`config.mk`:
```
export PLATFORM = sky130hd
export DESIGN_NAME = des_round_engine
export DESIGN_NICKNAME = d
export VERILOG_FILES = /design/src/rtl/des_round_engine.sv
export SDC_FILE = /design/constraint.sdc
export NUM_CORES = 1
export LEC_CHECK = 0
export ABC_CLOCK_PERIOD_IN_PS = 4400
export CELL_PAD_IN_SITES_DETAIL_PLACEMENT = 1
export CELL_PAD_IN_SITES_GLOBAL_PLACEMENT = 1
export CORE_AREA = 2 2 355 357
export DETAILED_ROUTE_END_ITERATION = 8
export DIE_AREA = 0 0 357 359
export PLACE_DENSITY_LB_ADDON = 0.05
export SLEW_MARGIN = 25
export SYNTH_ARGS = -nofsm -noshare
export SYNTH_HDL_FRONTEND = slang
export SYNTH_SLANG_ARGS = --single-unit
```
`constraint.sdc`:
```
create_clock -name clk -period 4.4 [get_ports clk]
set_input_delay 0.88 -clock clk [delete_from_list [all_inputs] [get_ports clk]]
set_output_delay 0.88 -clock clk [all_outputs]
set_load 0.1 [all_outputs]
```
`src/rtl/des_round_engine.sv`:
```
// Iterative DES round engine: IP, sixteen Feistel rounds fed by external subkeys, swap and FP.
// ROUNDS_PER_CYCLE rounds are unrolled per clock; valid/ready handshakes on input and output.
module des_round_engine #(
    parameter int unsigned ROUNDS_PER_CYCLE = 1
) (
    input  logic        clk,
    input  logic        rst,
    input  logic        in_valid,
    output logic        in_ready,
    input  logic        decrypt,
    input  logic [63:0] data_in,
    input  logic [47:0] sub_key1,
    input  logic [47:0] sub_key2,
    input  logic [47:0] sub_key3,
    input  logic [47:0] sub_key4,
    input  logic [47:0] sub_key5,
    input  logic [47:0] sub_key6,
    input  logic [47:0] sub_key7,
    input  logic [47:0] sub_key8,
    input  logic [47:0] sub_key9,
    input  logic [47:0] sub_key10,
    input  logic [47:0] sub_key11,
    input  logic [47:0] sub_key12,
    input  logic [47:0] sub_key13,
    input  logic [47:0] sub_key14,
    input  logic [47:0] sub_key15,
    input  logic [47:0] sub_key16,
    output logic        out_valid,
    input  logic        out_ready,
    output logic [63:0] data_out,
    output logic        busy
);
    localparam logic [1:0] IDLE  = 2'd0;
    localparam logic [1:0] ROUND = 2'd1;
    localparam logic [1:0] DONE  = 2'd2;

    localparam int unsigned RPC = ROUNDS_PER_CYCLE;
    localparam logic [4:0] RPC_STEP = 5'(RPC);

    if (!(RPC == 1 || RPC == 2 || RPC == 4 || RPC == 8 || RPC == 16)) begin : g_bad_rpc
        $error("ROUNDS_PER_CYCLE must be 1, 2, 4, 8 or 16");
    end

    localparam int unsigned IP_TAB [64] = '{
        58, 50, 42, 34, 26, 18, 10, 2, 60, 52, 44, 36, 28, 20, 12, 4,
        62, 54, 46, 38, 30, 22, 14, 6, 64, 56, 48, 40, 32, 24, 16, 8,
        57, 49, 41, 33, 25, 17, 9, 1, 59, 51, 43, 35, 27, 19, 11, 3,
        61, 53, 45, 37, 29, 21, 13, 5, 63, 55, 47, 39, 31, 23, 15, 7};
    localparam int unsigned FP_TAB [64] = '{
        40, 8, 48, 16, 56, 24, 64, 32, 39, 7, 47, 15, 55, 23, 63, 31,
        38, 6, 46, 14, 54, 22, 62, 30, 37, 5, 45, 13, 53, 21, 61, 29,
        36, 4, 44, 12, 52, 20, 60, 28, 35, 3, 43, 11, 51, 19, 59, 27,
        34, 2, 42, 10, 50, 18, 58, 26, 33, 1, 41, 9, 49, 17, 57, 25};
    localparam int unsigned E_TAB [48] = '{
        32, 1, 2, 3, 4, 5, 4, 5, 6, 7, 8, 9, 8, 9, 10, 11,
        12, 13, 12, 13, 14, 15, 16, 17, 16, 17, 18, 19, 20, 21, 20, 21,
        22, 23, 24, 25, 24, 25, 26, 27, 28, 29, 28, 29, 30, 31, 32, 1};
    localparam int unsigned P_TAB [32] = '{
        16, 7, 20, 21, 29, 12, 28, 17, 1, 15, 23, 26, 5, 18, 31, 10,
        2, 8, 24, 14, 32, 27, 3, 9, 19, 13, 30, 6, 22, 11, 4, 25};
    // Each box is indexed by {row, col} = {b1, b6, b2..b5} of its 6-bit input.
    localparam int unsigned SBOX [8][64] = '{
        '{14, 4, 13, 1, 2, 15, 11, 8, 3, 10, 6, 12, 5, 9, 0, 7,
          0, 15, 7, 4, 14, 2, 13, 1, 10, 6, 12, 11, 9, 5, 3, 8,
          4, 1, 14, 8, 13, 6, 2, 11, 15, 12, 9, 7, 3, 10, 5, 0,
          15, 12, 8, 2, 4, 9, 1, 7, 5, 11, 3, 14, 10, 0, 6, 13},
        '{15, 1, 8, 14, 6, 11, 3, 4, 9, 7, 2, 13, 12, 0, 5, 10,
          3, 13, 4, 7, 15, 2, 8, 14, 12, 0, 1, 10, 6, 9, 11, 5,
          0, 14, 7, 11, 10, 4, 13, 1, 5, 8, 12, 6, 9, 3, 2, 15,
          13, 8, 10, 1, 3, 15, 4, 2, 11, 6, 7, 12, 0, 5, 14, 9},
        '{10, 0, 9, 14, 6, 3, 15, 5, 1, 13, 12, 7, 11, 4, 2, 8,
          13, 7, 0, 9, 3, 4, 6, 10, 2, 8, 5, 14, 12, 11, 15, 1,
          13, 6, 4, 9, 8, 15, 3, 0, 11, 1, 2, 12, 5, 10, 14, 7,
          1, 10, 13, 0, 6, 9, 8, 7, 4, 15, 14, 3, 11, 5, 2, 12},
        '{7, 13, 14, 3, 0, 6, 9, 10, 1, 2, 8, 5, 11, 12, 4, 15,
          13, 8, 11, 5, 6, 15, 0, 3, 4, 7, 2, 12, 1, 10, 14, 9,
          10, 6, 9, 0, 12, 11, 7, 13, 15, 1, 3, 14, 5, 2, 8, 4,
          3, 15, 0, 6, 10, 1, 13, 8, 9, 4, 5, 11, 12, 7, 2, 14},
        '{2, 12, 4, 1, 7, 10, 11, 6, 8, 5, 3, 15, 13, 0, 14, 9,
          14, 11, 2, 12, 4, 7, 13, 1, 5, 0, 15, 10, 3, 9, 8, 6,
          4, 2, 1, 11, 10, 13, 7, 8, 15, 9, 12, 5, 6, 3, 0, 14,
          11, 8, 12, 7, 1, 14, 2, 13, 6, 15, 0, 9, 10, 4, 5, 3},
        '{12, 1, 10, 15, 9, 2, 6, 8, 0, 13, 3, 4, 14, 7, 5, 11,
          10, 15, 4, 2, 7, 12, 9, 5, 6, 1, 13, 14, 0, 11, 3, 8,
          9, 14, 15, 5, 2, 8, 12, 3, 7, 0, 4, 10, 1, 13, 11, 6,
          4, 3, 2, 12, 9, 5, 15, 10, 11, 14, 1, 7, 6, 0, 8, 13},
        '{4, 11, 2, 14, 15, 0, 8, 13, 3, 12, 9, 7, 5, 10, 6, 1,
          13, 0, 11, 7, 4, 9, 1, 10, 14, 3, 5, 12, 2, 15, 8, 6,
          1, 4, 11, 13, 12, 3, 7, 14, 10, 15, 6, 8, 0, 5, 9, 2,
          6, 11, 13, 8, 1, 4, 10, 7, 9, 5, 0, 15, 14, 2, 3, 12},
        '{13, 2, 8, 4, 6, 15, 11, 1, 10, 9, 3, 14, 5, 0, 12, 7,
          1, 15, 13, 8, 10, 3, 7, 4, 12, 5, 6, 11, 0, 14, 9, 2,
          7, 11, 4, 1, 9, 12, 14, 2, 0, 6, 10, 13, 15, 3, 5, 8,
          2, 1, 14, 7, 4, 10, 8, 13, 15, 12, 9, 0, 3, 5, 6, 11}};

    logic [1:0]  state_q, state_d;
    logic [4:0]  cnt_q, cnt_d;
    logic [31:0] l_q, l_d, r_q, r_d;
    logic        mode_q, mode_d;
    logic [63:0] data_out_q, data_out_d;

    logic [47:0] keys [16];
    assign keys = '{sub_key1, sub_key2, sub_key3, sub_key4, sub_key5, sub_key6, sub_key7,
                    sub_key8, sub_key9, sub_key10, sub_key11, sub_key12, sub_key13, sub_key14,
                    sub_key15, sub_key16};

    logic [63:0] ip_out, fp_in, fp_out;
    for (genvar i = 0; i < 64; i++) begin : g_perm
        assign ip_out[63-i] = data_in[64-IP_TAB[i]];
        assign fp_out[63-i] = fp_in[64-FP_TAB[i]];
    end

    logic [RPC:0][31:0] lc, rc;
    assign lc[0] = l_q;
    assign rc[0] = r_q;

    for (genvar g = 0; g < RPC; g++) begin : g_round
        logic [3:0]  n;
        logic [3:0]  kidx;
        logic [47:0] ex;
        logic [31:0] sb, pf;
        assign n    = cnt_q[3:0] + 4'(g);
        assign kidx = mode_q ? 4'd15 - n : n;
        for (genvar i = 0; i < 48; i++) begin : g_e
            assign ex[47-i] = rc[g][32-E_TAB[i]] ^ keys[kidx][47-i];
        end
        for (genvar b = 0; b < 8; b++) begin : g_s
            assign sb[31-4*b -: 4] =
                SBOX[b][{ex[47-6*b], ex[42-6*b], ex[46-6*b -: 4]}][3:0];
        end
        for (genvar i = 0; i < 32; i++) begin : g_p
            assign pf[31-i] = sb[32-P_TAB[i]];
        end
        assign lc[g+1] = rc[g];
        assign rc[g+1] = lc[g] ^ pf;
    end

    // Halves are swapped on the way into FP.
    assign fp_in = {rc[RPC], lc[RPC]};

    always_comb begin
        state_d    = state_q;
        cnt_d      = cnt_q;
        l_d        = l_q;
        r_d        = r_q;
        mode_d     = mode_q;
        data_out_d = data_out_q;
        case (state_q)
            IDLE: begin
                if (in_valid) begin
                    {l_d, r_d} = ip_out;
                    mode_d     = decrypt;
                    cnt_d      = '0;
                    state_d    = ROUND;
                end
            end
            ROUND: begin
                l_d   = lc[RPC];
                r_d   = rc[RPC];
                cnt_d = cnt_q + RPC_STEP;
                if (cnt_d == 5'd16) begin
                    data_out_d = fp_out;
                    state_d    = DONE;
                end
            end
            DONE: begin
                if (out_ready) state_d = IDLE;
            end
            default: state_d = IDLE;
        endcase
    end

    always_ff @(posedge clk) begin
        if (rst) begin
            state_q    <= IDLE;
            cnt_q      <= '0;
            l_q        <= '0;
            r_q        <= '0;
            mode_q     <= 1'b0;
            data_out_q <= '0;
        end else begin
            state_q    <= state_d;
            cnt_q      <= cnt_d;
            l_q        <= l_d;
            r_q        <= r_d;
            mode_q     <= mode_d;
            data_out_q <= data_out_d;
        end
    end

    assign in_ready  = (state_q == IDLE);
    assign out_valid = (state_q == DONE);
    assign busy      = (state_q != IDLE);
    assign data_out  = data_out_q;
endmodule

```
==> results.md, run 1 <==
* Status: finished with violations
* Violated checks: setup timing
* Internal power at about 8.5 mW
* Remaining routing DRC violations at 0
* Vias/cell at between 5 and 6
* Yosys top cell by area: dfxtp_1
* Area grow syn2layout at 91.4%
* Final Hold Fails at 0
* Final WL at 191000 um
* Vias in the first global route at 32300
* Area after DPL at 35800 um2
* Clock net sink count at roughly 140
* Wirelength per Cell at about 33 um
* Die Span Y at 359 um
* DRT antenna net count at 0
* Core area at 125000 um2
* Worst skew pair latency at around 0.45 ns
* Clock transition at the registers of the reported paths at approximately 0.070 ns
* Initial antenna violation count at 73
* Cell count after synthesis at 2778
* Highest clock rate at approximately 230 MHz
* Metal-1 WL at 80200 um
* Routed via count at 31000
* Die area at 128000 um2
* Max IR drop VDD at roughly 270 uV
* Max cap viols at 0
* Overall global routing resource usage at 0.285
* CP arrival at around 4.8 ns
* Final Wtd Congestion at 0.927
* GRT overflow at 0
* Top Layer Used: met5
* Fin crit period at between 4 and 5 ns
* Pleak at 14.8 nW
* Sw frac at 0.466
* Max_slew headroom at 0.250
* Die Width at 357 um
* I/O pin total at 904
* Final Max Slew Viols at 0
* Port Buffers at 903
* Worst Path Required at approximately 4.8 ns
* Clk pwr share at 0.098
* Share of async-settable or async-resettable flops after synthesis at 0
* Power Density at 394 nW/um2
* Cell Rows at 130
* Total Power at 16.0 mW
* CP Class: flop to flop
* Worst setup margin at -0.00994 ns
* Top cell type's share of synthesized area at 0.128
* Yosys cell types at about 110
* Post-synth top cells: nand2_1 (324), nor2_1 (212), o221ai_1 (173)
* Hold/Removal Path Class: flop to flop
* First-pass GRT wire length at 261000 um
* Fin Clk Skew at 0.0126 ns
* Net Switching at 7.44 mW
* Final Setup Violations at 1
* Mapped cell area at 21200 um2
* Post-CTS Hold Buffers at 0
* DR pass1 iterations at 7
* Syn_nets at 3661
* Final period utilization at 1.00
* Combinational power share at 0.800
* Fillers at 14500
* Nets at 5025
* Nature of the critical path startpoint: flop
* Fin Hold WS at 0.457 ns
* CP Max Fanout at 7
* Slew @ Worst Pin at between 1 and 1.5 ns
* Seq/Total Area, Yosys at 0.128
* H-tree levels at 4
* Iteration-0 DRC Markers at 2269
* Flop pwr share at 0.102
* Buffer depth of the longest clock path at 2
* Pin count of the biggest net entering global routing at 90
* Ratio of cells with drive above 1 in the final layout at 0.297
* Ys Warns at 0
* Top post-synthesis cells by area: dfxtp_1 (13%), mux4_2 (9.7%), o221ai_1 (7.1%)
* TritonCTS clock tree: done
* DP Cell Count at 5631
* Final HPWL from detailed placement at 157000 um
* Most used DFF post-synth: dfxtp_1
* Total CTS buffers at 17
* Design area at 40600 um2
* Post-synthesis register bit count at approximately 140
* Top-count cell post-synth: nand2_1
* EDFF count, synth at 0
* Wire length on met3 at 9910 um
* Non-Filler Instances at 5855
* Nature of the critical path endpoint: flop
* Met2 wire len at 93900 um
* Avg Inst Size Synth at 7.63 um2
* Initial Util at 0.170
* Root Driver: clkbuf_16
* RSZ-0062 raised after global routing: true
## state kept, by name, summed over array words and instances (netlist names)
| signal | count |
|---|---|
| state_q | 2 |
| l_q | 32 |
| data_out | 64 |
| mode_q | 1 |
| r_q | 32 |
| cnt_q | 5 |
## critical path, cell delays in order, from the launching register on
cell,delay (ns)
dfxtp_4,0.39
buf_12,0.15
buf_12,0.15
inv_12,0.08
buf_8,0.13
buf_12,0.11
o21ai_1,0.09
a2bb2o_4,0.21
and3_4,0.21
a311oi_4,0.36
buf_6,0.17
xor2_4,0.10
buf_12,0.19
inv_8,0.05
ha_4,0.13
inv_2,0.04
mux4_2,0.46
a22oi_2,0.22
nand4_1,0.29
buf_4,0.26
or4_4,0.41
o211ai_1,0.09
## power groups by stage
stage / combinational, mW / clock [mW] / sequential (mW)
6_report: 12.8 / 1.56 / 1.63
5_1_grt: 13.7 / 1.65 / 1.65
4_1_cts: 11.7 / 1.60 / 1.63
3_5_place_dp: 10.9 / 0 / 1.64
2_1_floorplan: 4.98 / 0 / 1.43
3_3_place_gp: 10.9 / 0 / 1.64
## layer usage
| layer | vias to the layer above | global-route usage |
|---|---|---|
| met5 | - | 0 |
| met4 | 20 | 0.0849 |
| met3 | 258 | 0.0375 |
| met2 | 1195 | 0.503 |
| met1 | 15800 | 0.356 |
| li1 | 13700 | - |
## final cells by class
class,count,area (um2),area share
diodes,51,128,0.00315
clock buffers,17,425,0.0105
clock inverters,14,188,0.00463
inverters,54,259,0.00638
multi-input cells,2306,18700,0.462
flip-flops and latches,136,2740,0.0675
well taps,1650,2060,0.0509
repair buffers,1627,16000,0.395
## through the flow
step | utilization | setup WS, ns | setup TNS [ns]
detailed placement | 0.287 | -0.833 | -23.88
CTS | 0.309 | -0.101 | -0.284
global placement | 0.287 | -0.881 | -26.03
global route | 0.325 | -0.164 | -1.97
floorplan | - | 0.299 | 0
finish | 0.326 | -0.00994 | -0.00994
## final timing paths
| check | startpoint | endpoint | slack (ns) | cells past startpoint |
|---|---|---|---|---|
| max | mode_q$_SDFFE_PP0P_ | r_q[29]$_SDFFE_PP0P_ | -0.01 | 21 |
| max reg2reg | mode_q$_SDFFE_PP0P_ | r_q[29]$_SDFFE_PP0P_ | -0.01 | 21 |
| min | data_out[17]$_SDFFE_PP0P_ | data_out[17]$_SDFFE_PP0P_ | 0.46 | 2 |
| min reg2reg | data_out[17]$_SDFFE_PP0P_ | data_out[17]$_SDFFE_PP0P_ | 0.46 | 2 |
## cells by family (layout without fill, tap and decap cells)
| family | Yosys count | in the layout | synth area share |
|---|---|---|---|
| AOI/OAI and AO/OA | 1012 | 1012 | 0.344 |
| and+or+nand+nor | 944 | 944 | 0.212 |
| buffers and inverters | 336 | 1712 | 0.0868 |
| muxes | 207 | 207 | 0.154 |
| DFF | 136 | 136 | 0.128 |
| xor gates and xnor gates | 97 | 97 | 0.0478 |
| adders and majority gates | 46 | 46 | 0.0272 |
| other | 0 | 51 | 0 |
## layout by cell type (no fill, tap or decap), types with 22 or more instances in the layout
cell             Yosys  routed
a211oi_1            42      30
a21oi_1            135     125
a311oi_1            49      42
a31oi_1             35      31
and3_1              32      26
buf_12               5      63
buf_4               40     562
buf_6               19      67
clkdlybuf4s50_1      0     899
dfxtp_1            136     131
diode_2              0      51
ha_1                46      26
inv_1               41      33
mux2i_1             92      77
mux4_2              91      91
nand2_1            324     313
nand3_1            113     108
nand4_1             30      30
nor2_1             212     193
nor2b_1             30      23
nor3_1              55      35
o211ai_1            34      34
o21ai_0            170     150
o21ai_1              9      22
o221ai_1           173     169
o22ai_1            113     106
xnor2_1             46      23
## what timing repair did
item                                    in CTS  in global routing
cloned                                      10                  3
buffers inserted                            75                 61
pin swaps                                   40                 99
gates resized for setup                    246                302
endpoints found under the setup margin      64                 63
hold endpoints to repair                     0                  0
Note: power is estimated with default switching activity, not from simulation.
==> run 2: changes to the inputs <==
--- a/config.mk
+++ b/config.mk
@@ -8,9 +8,9 @@
 export ABC_CLOCK_PERIOD_IN_PS = 4400
 export CELL_PAD_IN_SITES_DETAIL_PLACEMENT = 1
 export CELL_PAD_IN_SITES_GLOBAL_PLACEMENT = 1
-export CORE_AREA = 2 2 355 357
+export CORE_AREA = 3 3 356 358
 export DETAILED_ROUTE_END_ITERATION = 8
-export DIE_AREA = 0 0 357 359
+export DIE_AREA = 0 0 359 361
 export PLACE_DENSITY_LB_ADDON = 0.05
 export SLEW_MARGIN = 25
 export SYNTH_ARGS = -nofsm -noshare
==> run 2 against run 1 <==
Net effect: the run still ends with setup timing left; core utilization fell by 0.29 points; clock skew fell by 0.0037 ns; worst setup slack got worse by 0.057 ns; clock-buffer cell count rose by 1; sequential share of layout area rose by 0.11 points; sequential cell count did not move; cell count fell by 0.94%; die area rose by 1.1%; critical path depth fell by 4; via count fell by 1.9%; first-iteration DRC count fell by 23%; largest cell class unchanged.
==> results.md, run 2 (synthesis gave the netlist of run 1 again) <==
* Wirelength per Cell at approximately 32 um
* Violated checks: setup timing
* Power Density at 389 nW/um2
* Nature of the critical path startpoint: flop
* Highest clock rate at roughly 220 MHz
* Area grow syn2layout at 88.3%
* Root Driver: clkbuf_16
* Hold/Removal Path Class: flop to flop
* Initial antenna violation count at 71
* Final HPWL from detailed placement at 156000 um
* Overall global routing resource usage at 0.271
* Slew @ Worst Pin at roughly 1.1 ns
* Max reg flops at 64
* Final period utilization at 1.02
* Cell Rows at 129
* Final Max Slew Viols at 0
* GRT overflow at 0
* Worst skew pair latency at 0.44 ns
* CP Max Fanout at 7
* Max_slew headroom at 0.278
* Nature of the critical path endpoint: flop
* First-pass GRT wire length at ~260000 um
* Fillers at 14500
* Vias/cell at 5.24
* RSZ-0062 raised after global routing: true
* H-tree levels at 4
* Final Wtd Congestion at 0.906
* Iteration-0 DRC Markers at between 1500 and 2000
* Design area at 39900 um2
* Fin crit period at approximately 4.5 ns
* CP Class: flop to flop
* Placement Setup Slack at -0.923 ns
* Critical path origin: mode_q$_SDFFE_PP0P_
* Pin count of the biggest net entering global routing at ~120
* CP most frequent cell: buf_12
* Die area at between 100000 and 150000 um2
* Commonest non-fill, non-tap cell in the layout: clkdlybuf4s50_1
* Total negative slack at -0.0753 ns
* Clock net sink count at 136
* Routed via count at 30400
* Clock transition at the registers of the reported paths at 0.06 ns
* Final Setup Violations at 2
* CP peak stage delay at 0.54 ns
* Critical path destination: r_q[12]$_SDFFE_PP0P_
* Core area at ~120000 um2
* I/O pin total at 904
* RR Endpoint: r_q[12]$_SDFFE_PP0P_
* Final WL at 186000 um
* Pleak at 14.4 nW
* Area after DPL at 36000 um2
* R2r worst-path depth at 17
* Slowest-stage cell, CP: mux4_2
* Area of the multi-input gates at 18600 um2
* Buffer depth of the longest clock path at 2
* Initial Util at 0.171
* Final Hold Fails at 0
* Die Span Y at 361 um
* Ratio of cells with drive above 1 in the final layout at 0.290
* Worst setup margin at -0.0665 ns
* Max IR drop VDD at about 250 uV
* R2r startpoint: mode_q$_SDFFE_PP0P_
* Nets at 4996
* Most frequent cells in the layout: clkdlybuf4s50_1 (900), buf_4 (560), nand2_1 (311), nor2_1 (188), o221ai_1 (170)
* Die Width at 359 um
* Total Power at 15.5 mW
* Storage cell area at between 2000 and 3000 um2
* Post-CTS Hold Buffers at 0
* Max cap viols at 0
* Crit-path cells: buf_12 > xor2_4 > buf_12 > buf_12 > buf_12 > mux4_2 > a22o_1 > a211oi_2 > buf_4 > xnor2_4 > xnor3_2 > a222oi_1 > o221ai_1 > buf_4 > xnor2_4 > nand2_1 > a31oi_1
* TritonCTS clock tree: done
* Total CTS buffers at 17
* DR pass1 iterations at 5
* DRT antenna net count at 0
* Fin Clk Skew at 0.00886 ns
* Port Buffers at 903
* Remaining routing DRC violations at 0
* Vias in the first global route at 32200
* CP arrival at 4.82 ns
* Status: finished with violations
* Worst Path Required at roughly 4.8 ns
* Final core utilization at 0.323
* R2r setup slk at -0.07 ns
run 2: cell count changes in the layout (fill, tap and decap cells not counted), sizes merged:
cell,change
buf,-28
diode,-13
inv,-5
clkinvlp,+3
bufbuf,-2
clkbuf,+2
bufinv,+1
clkdlybuf4s50,+1
dlymetal6s2s,-1
run 2: critical path, delay by kind of cell (launching register included):
kind            cells  cell delay (ns)
xor+xnor            4             0.82
buf+inv             6             1.08
mux                 1             0.54
simple gates        1             0.07
flops               1             0.40
compound gates      5             1.38
run 2: power breakdown:
group / switching (mW) / internal (mW)
clock network: 0.630 / 0.970
logic: 6.29 / 6.03
registers: 0.293 / 1.32
run 2: final cells by class:
cell class | instances | area share
Multi-Input combinational cell | 2306 | 0.466
Inverter | 54 | 0.00630
Antenna cell | 38 | 0.00238
Sequential cell | 136 | 0.0687
Clock inverter | 13 | 0.00489
Tap cell | 1637 | 0.0513
Clock buffer | 18 | 0.0110
Timing Repair Buffer | 1598 | 0.389
run 2: per-layer routing:
metal	share of wire	global-route usage	routed length [um]
met5	0.00078	0	144
met4	0.030	0.0731	5550
met3	0.057	0.0464	10600
met2	0.49	0.475	91100
met1	0.42	0.342	78200
run 2: per-stage QoR:
stage	hold slack, ns	instances
3_3_place_gp	0.449	5625
2_1_floorplan	0.445	2778
6_report	0.458	5800
3_5_place_dp	0.455	5625
5_1_grt	0.483	5790
4_1_cts	0.463	5706
run 2: repair_timing:
action	in CTS	in global routing
buffers inserted	49	62
resized for setup	182	291
pin swaps	43	104
cloned	4	4
endpoints found under the setup margin	64	63
run 2: how the worst min path moves through the flow:
stage / start / endpoint / slack, ns / cells after the start
final: data_out[17]$_SDFFE_PP0P_ / data_out[17]$_SDFFE_PP0P_ / 0.46 / 2
after global routing: data_out[15]$_SDFFE_PP0P_ / data_out[15]$_SDFFE_PP0P_ / 0.48 / 2
after CTS: data_out[17]$_SDFFE_PP0P_ / data_out[17]$_SDFFE_PP0P_ / 0.46 / 2
after detailed placement: data_out[27]$_SDFFE_PP0P_ / data_out[27]$_SDFFE_PP0P_ / 0.45 / 2
after global placement: data_out[19]$_SDFFE_PP0P_ / data_out[19]$_SDFFE_PP0P_ / 0.45 / 2
after floorplan: r_q[17]$_SDFFE_PP0P_ / data_out[53]$_SDFFE_PP0P_ / 0.45 / 2
